==> src/rtl/mmio_bus_initiator.sv <==
// Command-stream to MMIO bus initiator: buffers {wr, addr, wdata} commands in a
// small FIFO and issues them in order as single-cycle bus strobes.
module mmio_bus_initiator #(
   parameter int FIFO_DEPTH_BIT = 2
) (
   input  logic        clk,
   input  logic        reset,
   input  logic        cmd_valid,
   output logic        cmd_ready,
   input  logic        cmd_wr,
   input  logic [20:0] cmd_addr,
   input  logic [31:0] cmd_wdata,
   output logic        mmio_cs,
   output logic        mmio_wr,
   output logic        mmio_rd,
   output logic [20:0] mmio_addr,
   output logic [31:0] mmio_wr_data,
   input  logic [31:0] mmio_rd_data,
   output logic        rsp_valid,
   input  logic        rsp_ready,
   output logic [31:0] rsp_rdata,
   output logic        busy
);

   // state    | meaning
   // BUS_IDLE | no strobe on the bus this cycle
   // BUS_WR   | write strobe (cs, wr) driven this cycle
   // BUS_RD   | read strobe (cs, rd) driven; rd_data captured at the closing edge
   typedef enum logic [1:0] {BUS_IDLE, BUS_WR, BUS_RD} bus_state_t;

   localparam int DEPTH = 1 << FIFO_DEPTH_BIT;
   localparam int ENTRY_W = 54;
   localparam logic [FIFO_DEPTH_BIT:0] PTR_ONE = 1;

   logic [ENTRY_W-1:0]    fifo_mem_q [DEPTH];
   logic [FIFO_DEPTH_BIT:0] wptr_q, wptr_d, rptr_q, rptr_d;
   bus_state_t            state_q, state_d;
   logic [20:0]           addr_q, addr_d;
   logic [31:0]           wdata_q, wdata_d;
   logic [31:0]           rdata_q, rdata_d;
   logic                  rsp_valid_q, rsp_valid_d;

   logic                  empty, full, push, issue;
   logic                  head_wr;
   logic [20:0]           head_addr;
   logic [31:0]           head_wdata;

   assign empty = (wptr_q == rptr_q);
   assign full  = (wptr_q[FIFO_DEPTH_BIT] != rptr_q[FIFO_DEPTH_BIT]) &&
                  (wptr_q[FIFO_DEPTH_BIT-1:0] == rptr_q[FIFO_DEPTH_BIT-1:0]);
   assign {head_wr, head_addr, head_wdata} = fifo_mem_q[rptr_q[FIFO_DEPTH_BIT-1:0]];

   assign push = cmd_valid && !full;
   // A read waits until the response slot is free and no read is on the bus,
   // so at most one read is ever outstanding.
   assign issue = !empty && (head_wr || (!rsp_valid_q && state_q != BUS_RD));

   always_comb begin
      wptr_d      = wptr_q;
      rptr_d      = rptr_q;
      state_d     = BUS_IDLE;
      addr_d      = addr_q;
      wdata_d     = wdata_q;
      rdata_d     = rdata_q;
      rsp_valid_d = rsp_valid_q;
      if (push) begin
         wptr_d = wptr_q + PTR_ONE;
      end
      if (issue) begin
         rptr_d  = rptr_q + PTR_ONE;
         state_d = head_wr ? BUS_WR : BUS_RD;
         addr_d  = head_addr;
         wdata_d = head_wdata;
      end
      if (state_q == BUS_RD) begin
         rsp_valid_d = 1'b1;
         rdata_d     = mmio_rd_data;
      end else if (rsp_valid_q && rsp_ready) begin
         rsp_valid_d = 1'b0;
      end
   end

   always_ff @(posedge clk) begin
      if (push) begin
         fifo_mem_q[wptr_q[FIFO_DEPTH_BIT-1:0]] <= {cmd_wr, cmd_addr, cmd_wdata};
      end
   end

   always_ff @(posedge clk or negedge reset) begin
      if (!reset) begin
         wptr_q      <= '0;
         rptr_q      <= '0;
         state_q     <= BUS_IDLE;
         addr_q      <= '0;
         wdata_q     <= '0;
         rdata_q     <= '0;
         rsp_valid_q <= 1'b0;
      end else begin
         wptr_q      <= wptr_d;
         rptr_q      <= rptr_d;
         state_q     <= state_d;
         addr_q      <= addr_d;
         wdata_q     <= wdata_d;
         rdata_q     <= rdata_d;
         rsp_valid_q <= rsp_valid_d;
      end
   end

   assign cmd_ready    = !full;
   assign mmio_cs      = (state_q != BUS_IDLE);
   assign mmio_wr      = (state_q == BUS_WR);
   assign mmio_rd      = (state_q == BUS_RD);
   assign mmio_addr    = addr_q;
   assign mmio_wr_data = wdata_q;
   assign rsp_valid    = rsp_valid_q;
   assign rsp_rdata    = rdata_q;
   assign busy         = !empty || mmio_cs || rsp_valid_q;

endmodule
==> config.mk <==
export PLATFORM = sky130hd
export DESIGN_NAME = mmio_bus_initiator
export DESIGN_NICKNAME = d
export VERILOG_FILES = /design/src/rtl/mmio_bus_initiator.sv
export SDC_FILE = /design/constraint.sdc
export NUM_CORES = 1
export LEC_CHECK = 0
export ABC_CLOCK_PERIOD_IN_PS = 4840
export CAP_MARGIN = 40
export CORE_ASPECT_RATIO = 0.9
export CORE_MARGIN = 5
export CORE_UTILIZATION = 58
export CTS_BUF_LIST = sky130_fd_sc_hd__clkbuf_16
export CTS_CLUSTER_DIAMETER = 150
export DETAILED_ROUTE_END_ITERATION = 6
export PLACE_DENSITY = 0.83
export SETUP_SLACK_MARGIN = 0.15
export SLEW_MARGIN = 10
export SYNTH_ARGS = -nofsm -noshare
export SYNTH_HDL_FRONTEND = slang
export SYNTH_SLANG_ARGS = --single-unit
==> constraint.sdc <==
create_clock -name clk -period 4.84 [get_ports clk]
set_clock_uncertainty 0.15 [all_clocks]
set_input_delay 0.968 -clock clk [delete_from_list [all_inputs] [get_ports clk]]
set_output_delay 0.968 -clock clk [all_outputs]
set_load 0.02 [all_outputs]
==> results by group, run 1 <==
Finish
  – Area overhead of the layout relative to synthesis: 26.0%
  – Final #Nets: 803
  – Area of all sequential standard cells: between 8000 and 9000 um^2
  – Number of filler instances in the final layout: about 1100
  – Count of placed standard cells in the final layout, fillers left out: around 990
  – Number of diodes: 0
  – Area used by multi-input combinational logic: ~2700 um^2
  – Layout cell share with drive strength beyond 1: between 20% and 30%

CTS
  – Clock tree from TritonCTS: done
  – Worst-case clock buffer depth: 3
  – Clock buffer count from CTS: 30
  – # clock sinks: 310
  – Count of buffers added by post-CTS timing repair for setup: 0
  – Clock tree root buffer cell: sky130_fd_sc_hd__clkbuf_16
  – # H-tree levels: 1
  – Insertion delay to the later sink of the worst-skew pair: between 0.5 and 0.6 ns
  – Hold buffer count at CTS: 0
  – Clock-pin slew on the worst setup and hold paths: roughly 0.060 ns
  – Post-cts gate resize count: 0

Die
  – Effective utilization at floorplan: between 50% and 60%
  – Row cnt: 49
  – Placeable core area: just under 20000 um^2
  – Die Ht: 144 um
  – Die Footprint: roughly 23000 um^2
  – Number of top-level pins: ~180
  – Die outline width: 159 um

Global routing
  – Total overflow reported by the global router: 0
  – Wire length of the first global-routing pass: 37500 um
  – Antenna violations before repair: 0
  – Number of global-route vias before repair: around 6400
  – GR Util All Layers: between 20% and 30%
  – Largest net degree at the start of global routing: 58

Detailed routing
  – WL final: 23800 um
  – Total number of vias: approximately 5600
  – DRT antenna net count: 0
  – Drt first-iter violations: 404
  – Detail-routed via count per cell: 5.63
  – DRC violations left: 0
  – First-pass iteration count of the detailed router: 6
  – Average wire per standard cell: between 20 and 25 um

Placed design
  – Port bufs: 180
  – Sum of net half-perimeters after detailed placement: 14900 um
  – Cell count after placement: approximately 930
  – RePlAce Congestion: about 0.75

Timing
  – Setup repair after global routing missed its margin: no
  – Maximum clock rate: ~0.28 GHz
  – Number of hold violations in the final report: 0
  – Setup-violating endpoint count in the final report: 0
  – Slew at the pin closest to its max-slew limit: ~0.89 ns
  – Clock period minus final worst setup slack: 3.62 ns
  – Share of the cycle needed by the critical path after routing: 74.7%
  – Number of max-slew violations in the final report: 0
  – Relative slew slack: approximately two fifths
  – Setup_tns: 0 ns

Min path
  – Kind of path behind the tightest hold check: in2async

Yosys
  – Number of warnings reported in the yosys synthesis log: 0
  – Proportion of synthesized chip area in sequential cells: 76.0%
  – Register bit count reported by yosys: 310
  – Gate count of the mapped netlist: between 500 and 600
  – Post-synth design cell area: between 10000 and 15000 um^2
  – Count of cell types in the netlist: 29
  – Avg Cell Area, Syn: between 20 and 25 um^2
  – Nets in the synthesized netlist: ~600

Worst setup path
  – Critical Path Fanout Max: 7
  – Crit path launch type: register
  – Worst path arrival time: approximately 2.5 ns
  – Class of the most critical setup path: reg2out
  – Data required time at the worst endpoint: approximately 3.7 ns
  – CP Capture Type: primary output

Flow run
  – Count of max-cap constraint violations: 0

Pwr
  – Peak supply drop: 0.000643 V
  – Power density of the placed cells: about 730 nW/um^2
  – Standby leakage power: 5.40 nW

Outcome
  – Outcome: completed
## critical path, cell delays in order (launching register included)
cell                              delay (ns)
sky130_fd_sc_hd__dfrtp_4                0.48
sky130_fd_sc_hd__xnor2_1                0.24
sky130_fd_sc_hd__nand3b_1               0.25
sky130_fd_sc_hd__or3_1                  0.43
sky130_fd_sc_hd__clkdlybuf4s50_1        0.56
## cell usage in the layout, fill, tap and decap left out, types with 2 or more instances in the layout
master and instances:
sky130_fd_sc_hd__edfxtp_1 216, sky130_fd_sc_hd__clkdlybuf4s50_1 179, sky130_fd_sc_hd__dfrtp_1 92, sky130_fd_sc_hd__mux4_2 54, sky130_fd_sc_hd__mux2_4 50, sky130_fd_sc_hd__mux2_2 33
sky130_fd_sc_hd__clkbuf_16 30, sky130_fd_sc_hd__inv_1 12, sky130_fd_sc_hd__buf_4 9, sky130_fd_sc_hd__clkinv_2 6, sky130_fd_sc_hd__ha_1 5, sky130_fd_sc_hd__xnor2_1 4
sky130_fd_sc_hd__and3_2 4, sky130_fd_sc_hd__mux2_1 4, sky130_fd_sc_hd__clkinv_1 4, sky130_fd_sc_hd__xor2_1 2, sky130_fd_sc_hd__nand3_1 2, sky130_fd_sc_hd__clkinvlp_4 2
sky130_fd_sc_hd__inv_2 2, sky130_fd_sc_hd__buf_16 2
## synth_stat cells (all sizes together)
library cell | number | area [um^2]
nor4b | 1 | 8.76
dfrtp | 94 | 2350
or3 | 1 | 6.26
clkbuf | 6 | 22.5
and3 | 4 | 25.0
mux2 | 87 | 1170
a31oi | 1 | 6.26
nand2 | 1 | 3.75
a21o | 1 | 7.51
xor2 | 2 | 17.5
nand3 | 2 | 10.0
nand3b | 1 | 7.51
o21ai | 1 | 5.00
a21oi | 1 | 5.00
mux2i | 1 | 10.0
buf | 16 | 113
nor2b | 2 | 12.5
inv | 3 | 11.3
ha | 5 | 62.6
mux4 | 54 | 1220
o21bai | 1 | 18.8
xnor2 | 4 | 35.0
edfxtp | 216 | 6490
and2 | 2 | 12.5
or2 | 1 | 6.26
## final timing paths
path / end / start / depth (start not counted) / slack (ns)
worst max register to register: mmio_wr_data[8] / rptr_q[0] / 7 / 1.76
min in group clk: mmio_wr_data[10] / mmio_wr_data[10] / 1 / 0.35
worst min-delay path: rsp_rdata[29] / reset / 1 / 0.30
max in group asynchronous: rsp_rdata[28] / reset / 2 / 3.17
worst min register to register: mmio_wr_data[10] / mmio_wr_data[10] / 1 / 0.35
worst max-delay path: busy / rptr_q[0] / 4 / 1.22
## per-layer routing
metal | routed length [um] | track usage (%)
met5 | 0 | 0
met4 | 367 | 4.44
met3 | 1750 | 5.47
met2 | 12000 | 36.7
met1 | 9600 | 27.7
## stage by stage
stage	power (mW)	worst slack [ns]	area [um^2]	hold slack (ns)	util (%)
CTS	10.8	1.16	14600	0.309	73.7
detailed placement	8.57	1.54	13700	0.346	69.2
global placement	8.32	1.48	13700	0.326	68.9
global route	11.1	1.13	14600	0.344	73.7
floorplan	7.06	1.94	11600	0.310	-
finish	10.6	1.22	14600	0.299	73.7
## area by class of cell
class | instances | area share (%)
Tap cell | 255 | 2.18
Multi-Input combinational cell | 173 | 18.1
Sequential cell | 310 | 60.4
Clock buffer | 30 | 5.12
Clock inverter | 26 | 1.07
Timing Repair Buffer | 190 | 13.1
Inverter | 3 | 0.0769
## state kept, by name, indices dropped and copies added (netlist names)
name,flops
fifo_mem_q,216
mmio_addr,21
mmio_wr_data,32
rptr_q,3
rsp_rdata,32
rsp_valid,1
state_q,2
wptr_q,3
## cells by family (layout without fill, tap and decap cells)
family,count (synthesis),after routing,synth area share [%]
flops,310,310,76.0
mux,142,142,20.6
buf+inv,25,249,1.26
simple gates,15,15,0.796
xor+xnor,6,6,0.452
fa+ha+maj,5,5,0.538
compound gates,5,5,0.366
## report_power, final
group          internal, mW  switching (mW)
logic                  2.38            2.00
clock network          1.18           0.941
registers              3.77           0.361
(Power assumes the default switching activity.)
==> run 2, diff against run 1 <==
Settings changed: ABC_CLOCK_PERIOD_IN_PS 4840 to 3130, CORE_UTILIZATION 58 to 48, PLACE_DENSITY 0.83 to 0.73.
Clock period 4.84 ns to 3.13 ns, I/O delays scaled along.
==> run 2 against run 1 <==
Net effect:
- die area is 19% higher
- largest cell class unchanged
- flip-flop and latch count unchanged
- non-clock buffer count increased by 5
- clock power rose by 66%
- core utilization shrank 12 points
- routed wire length is 6.3% lower
- via count hardly changed
- setup slack got worse by 0.98 ns
- sequential power rose by 54%
- design area increased by 1.4%
==> results by group, run 2 (synthesis results as in run 1) <==
CTS
  – Clock buffer count from CTS: 31 (+3.3%)
  – Clock tree root buffer cell: sky130_fd_sc_hd__clkbuf_16
  – Worst-case clock buffer depth: 3 (unchanged)
  – # H-tree levels: 1 (unchanged)
  – Insertion delay to the later sink of the worst-skew pair: 0.55 ns (about the same)
  – Clock-pin slew on the worst setup and hold paths: 0.06 ns (about the same)
  – Clock tree from TritonCTS: done
  – # clock sinks: 310 (unchanged)

Timing
  – Share of the cycle needed by the critical path after routing: 92.3%
  – Clock period minus final worst setup slack: just under 3 ns
  – Maximum clock rate: around 0.35 GHz
  – Setup_tns: 0 ns (unchanged)
  – Number of hold violations in the final report: 0 (unchanged)
  – Setup repair after global routing missed its margin: no
  – Number of max-slew violations in the final report: 0 (unchanged)
  – Slew at the pin closest to its max-slew limit: 0.845 ns (-0.0479 ns)
  – Relative slew slack: 43.7% (+3.2 points)
  – Setup-violating endpoint count in the final report: 0 (unchanged)

Die
  – Row cnt: 54 (+10%)
  – Placeable core area: 24100 um^2 (+21%)
  – Number of top-level pins: 181 (unchanged)
  – Die Footprint: 27400 um^2 (+19%)
  – Die outline width: 174 um (+9.3%)
  – Effective utilization at floorplan: 48.3% (-10 points)
  – Die Ht: 158 um (+9.2%)

Worst setup path
  – Critical Path Fanout Max: 4 (-3)
  – Beginning of the critical path: rptr_q[0]
  – Crit path launch type: register
  – Worst path arrival time: 2.11 ns (-0.39 ns)
  – Number of buffers and inverters on the critical path: 1 (unchanged)
  – Data required time at the worst endpoint: 2.35 ns (-1.37 ns)
  – Cell at the slowest stage of the critical path: sky130_fd_sc_hd__dfrtp_4
  – CP Capture Type: primary output
  – CP Depth: 4 (unchanged)
  – R2R setup slack: 0.64 ns (-1.12 ns)
  – R2r endpoint: mmio_wr_data[11]
  – Class of the most critical setup path: reg2out
  – Critical Path Max Stage Delay: 0.50 ns (-0.06 ns)
  – Crit-path cells: xnor2_1 -> nand3b_1 -> or3_1 -> dlygate4sd2_1
  – Critical register-to-register path startpoint: rptr_q[0]
  – Critical Path End: busy
  – Worst path top cell family by delay: simple AND/OR/NAND/NOR gates
  – Length in cells of the worst reg-to-reg path: 5 (-2)

Detailed routing
  – WL final: 22300 um (-6.3%)
  – DRT antenna net count: 0 (unchanged)
  – Average wire per standard cell: 21.3 um (-12%)
  – Drt first-iter violations: 271 (-33%)
  – Total number of vias: 5559 (+0.018%)
  – DRC violations left: 0 (unchanged)
  – First-pass iteration count of the detailed router: 4 (-2)
  – Detail-routed via count per cell: 5.31 (-5.7%)

Placed design
  – Sum of net half-perimeters after detailed placement: 14000 um (-6.4%)
  – Port bufs: 180 (unchanged)
  – DP Area: 13800 um^2 (+0.78%)
  – RePlAce Congestion: 0.748 (-0.76%)
  – Cell count after placement: 987 (+6.0%)

Finish
  – Leading cell type in the layout, fill and taps excluded: sky130_fd_sc_hd__edfxtp_1
  – Number of diodes: 0 (unchanged)
  – Layout cell share with drive strength beyond 1: 28.7% (+1.2 points)
  – Cell area after layout: 14900 um^2 (+1.4%)
  – Largest register FFs: 216 (unchanged)
  – Area overhead of the layout relative to synthesis: 27.7%
  – Final core area utilization: 61.8% (-12 points)
  – Final #Nets: 809 (+0.75%)
  – Top library cells by usage in the layout, fill and taps aside: sky130_fd_sc_hd__edfxtp_1 (216), sky130_fd_sc_hd__clkdlybuf4s50_1 (178), sky130_fd_sc_hd__dfrtp_1 (92), sky130_fd_sc_hd__mux4_2 (54), sky130_fd_sc_hd__mux2_4 (50)
  – Count of placed standard cells in the final layout, fillers left out: 1047 (+6.1%)
  – Number of filler instances in the final layout: 1674 (+48%)

Pwr
  – Fraction of power spent switching nets: 30.6% (-0.48 points)
  – Net load switching power: 5.08 mW (+54%)
  – Int Pwr: 11.5 mW (+57%)
  – Peak supply drop: 0.000717 V (+12%)
  – Standby leakage power: 5.46 nW (+1.1%)
  – Power density of the placed cells: 1120 nW/um^2 (+54%)
  – Fraction of power consumed by the clock network: 21.2% (+1.2 points)
  – Sequential share of power: 38.4% (-0.4 points)
  – Gate power share: 40.4% (-0.8 points)

Global routing
  – Number of global-route vias before repair: 6166 (-2.9%)
  – Antenna violations before repair: 2 (+2)
  – Total overflow reported by the global router: 0 (unchanged)
  – Wire length of the first global-routing pass: 35400 um (-5.5%)
  – Largest net degree at the start of global routing: 57 (-1.7%)
  – GR Util All Layers: 16.4% (-4.7 points)

Flow run
  – Count of max-cap constraint violations: 0 (unchanged)

Outcome
  – Outcome: completed

Min path
  – Kind of path behind the tightest hold check: reg2reg
## run 2: cell count changes in the layout (fill, tap and decap cells not counted), moves of 2 or more
cell                        before  now
sky130_fd_sc_hd__clkbuf_16      30   32
sky130_fd_sc_hd__buf_4           9   11
sky130_fd_sc_hd__inv_1          12    8
sky130_fd_sc_hd__clkinv_2        6   11
sky130_fd_sc_hd__buf_16          2    0
sky130_fd_sc_hd__buf_12          0    4
## run 2: power groups by stage
stage,Clock (mW),Sequential (mW),Combinational [mW]
3_3_place_gp,0,6.37,6.63
2_1_floorplan,0,7.03,3.89
6_report,3.51,6.37,6.70
4_1_cts,3.61,6.39,6.84
3_5_place_dp,0,6.45,6.79
5_1_grt,3.80,6.50,7.12
## run 2: repair_timing
item / 4_1_cts / 5_1_grt
hold buffers: 1 / 0
buffers inserted: 1 / 0
gates resized for setup: 1 / 0
setup endpoints to repair: 1 / 0
endpoints found under the hold margin: 38 / 0
## run 2: area by class of cell
class                      instances  area [um^2]  area share [%]
timing repair buffer             195         1960            13.2
tap                              308          385            2.59
inverter                           3         11.3          0.0758
clock buffer                      32          801            5.39
clock inverter                    26          188            1.26
multi-input combinational        173         2660            17.9
sequential                       310         8840            59.5
## run 2: layer usage
layer	global-route usage (%)	up-vias	wire length (um)	part of all wire (%)
met5	0	-	25	0.11
met4	3.81	4	556	2.5
met3	4.37	43	1470	6.6
met2	27.3	195	10600	48
met1	22.1	2862	9610	43
li1	-	2455	-	-
## run 2: worst min-delay path by stage
stage	startpoint	to	slack, ns	depth (start not counted)
floorplan	reset	mmio_addr[0]	0.18	0
global placement	wptr_q[2]	wptr_q[2]	0.33	1
detailed placement	rptr_q[2]	rptr_q[2]	0.34	1
CTS	rptr_q[2]	rptr_q[2]	0.35	1
global route	rsp_rdata[24]	rsp_rdata[24]	0.37	1
finish	rptr_q[2]	rptr_q[2]	0.35	1
## run 2: metrics by stage
stage / total power [mW] / hold WS (ns) / worst slack (ns)
finish: 16.6 / 0.347 / 0.241
global route: 17.4 / 0.369 / 0.152
CTS: 16.8 / 0.352 / 0.187
detailed placement: 13.2 / 0.341 / 0.424
global placement: 13.0 / 0.325 / 0.445
floorplan: 10.9 / 0.180 / 0.321
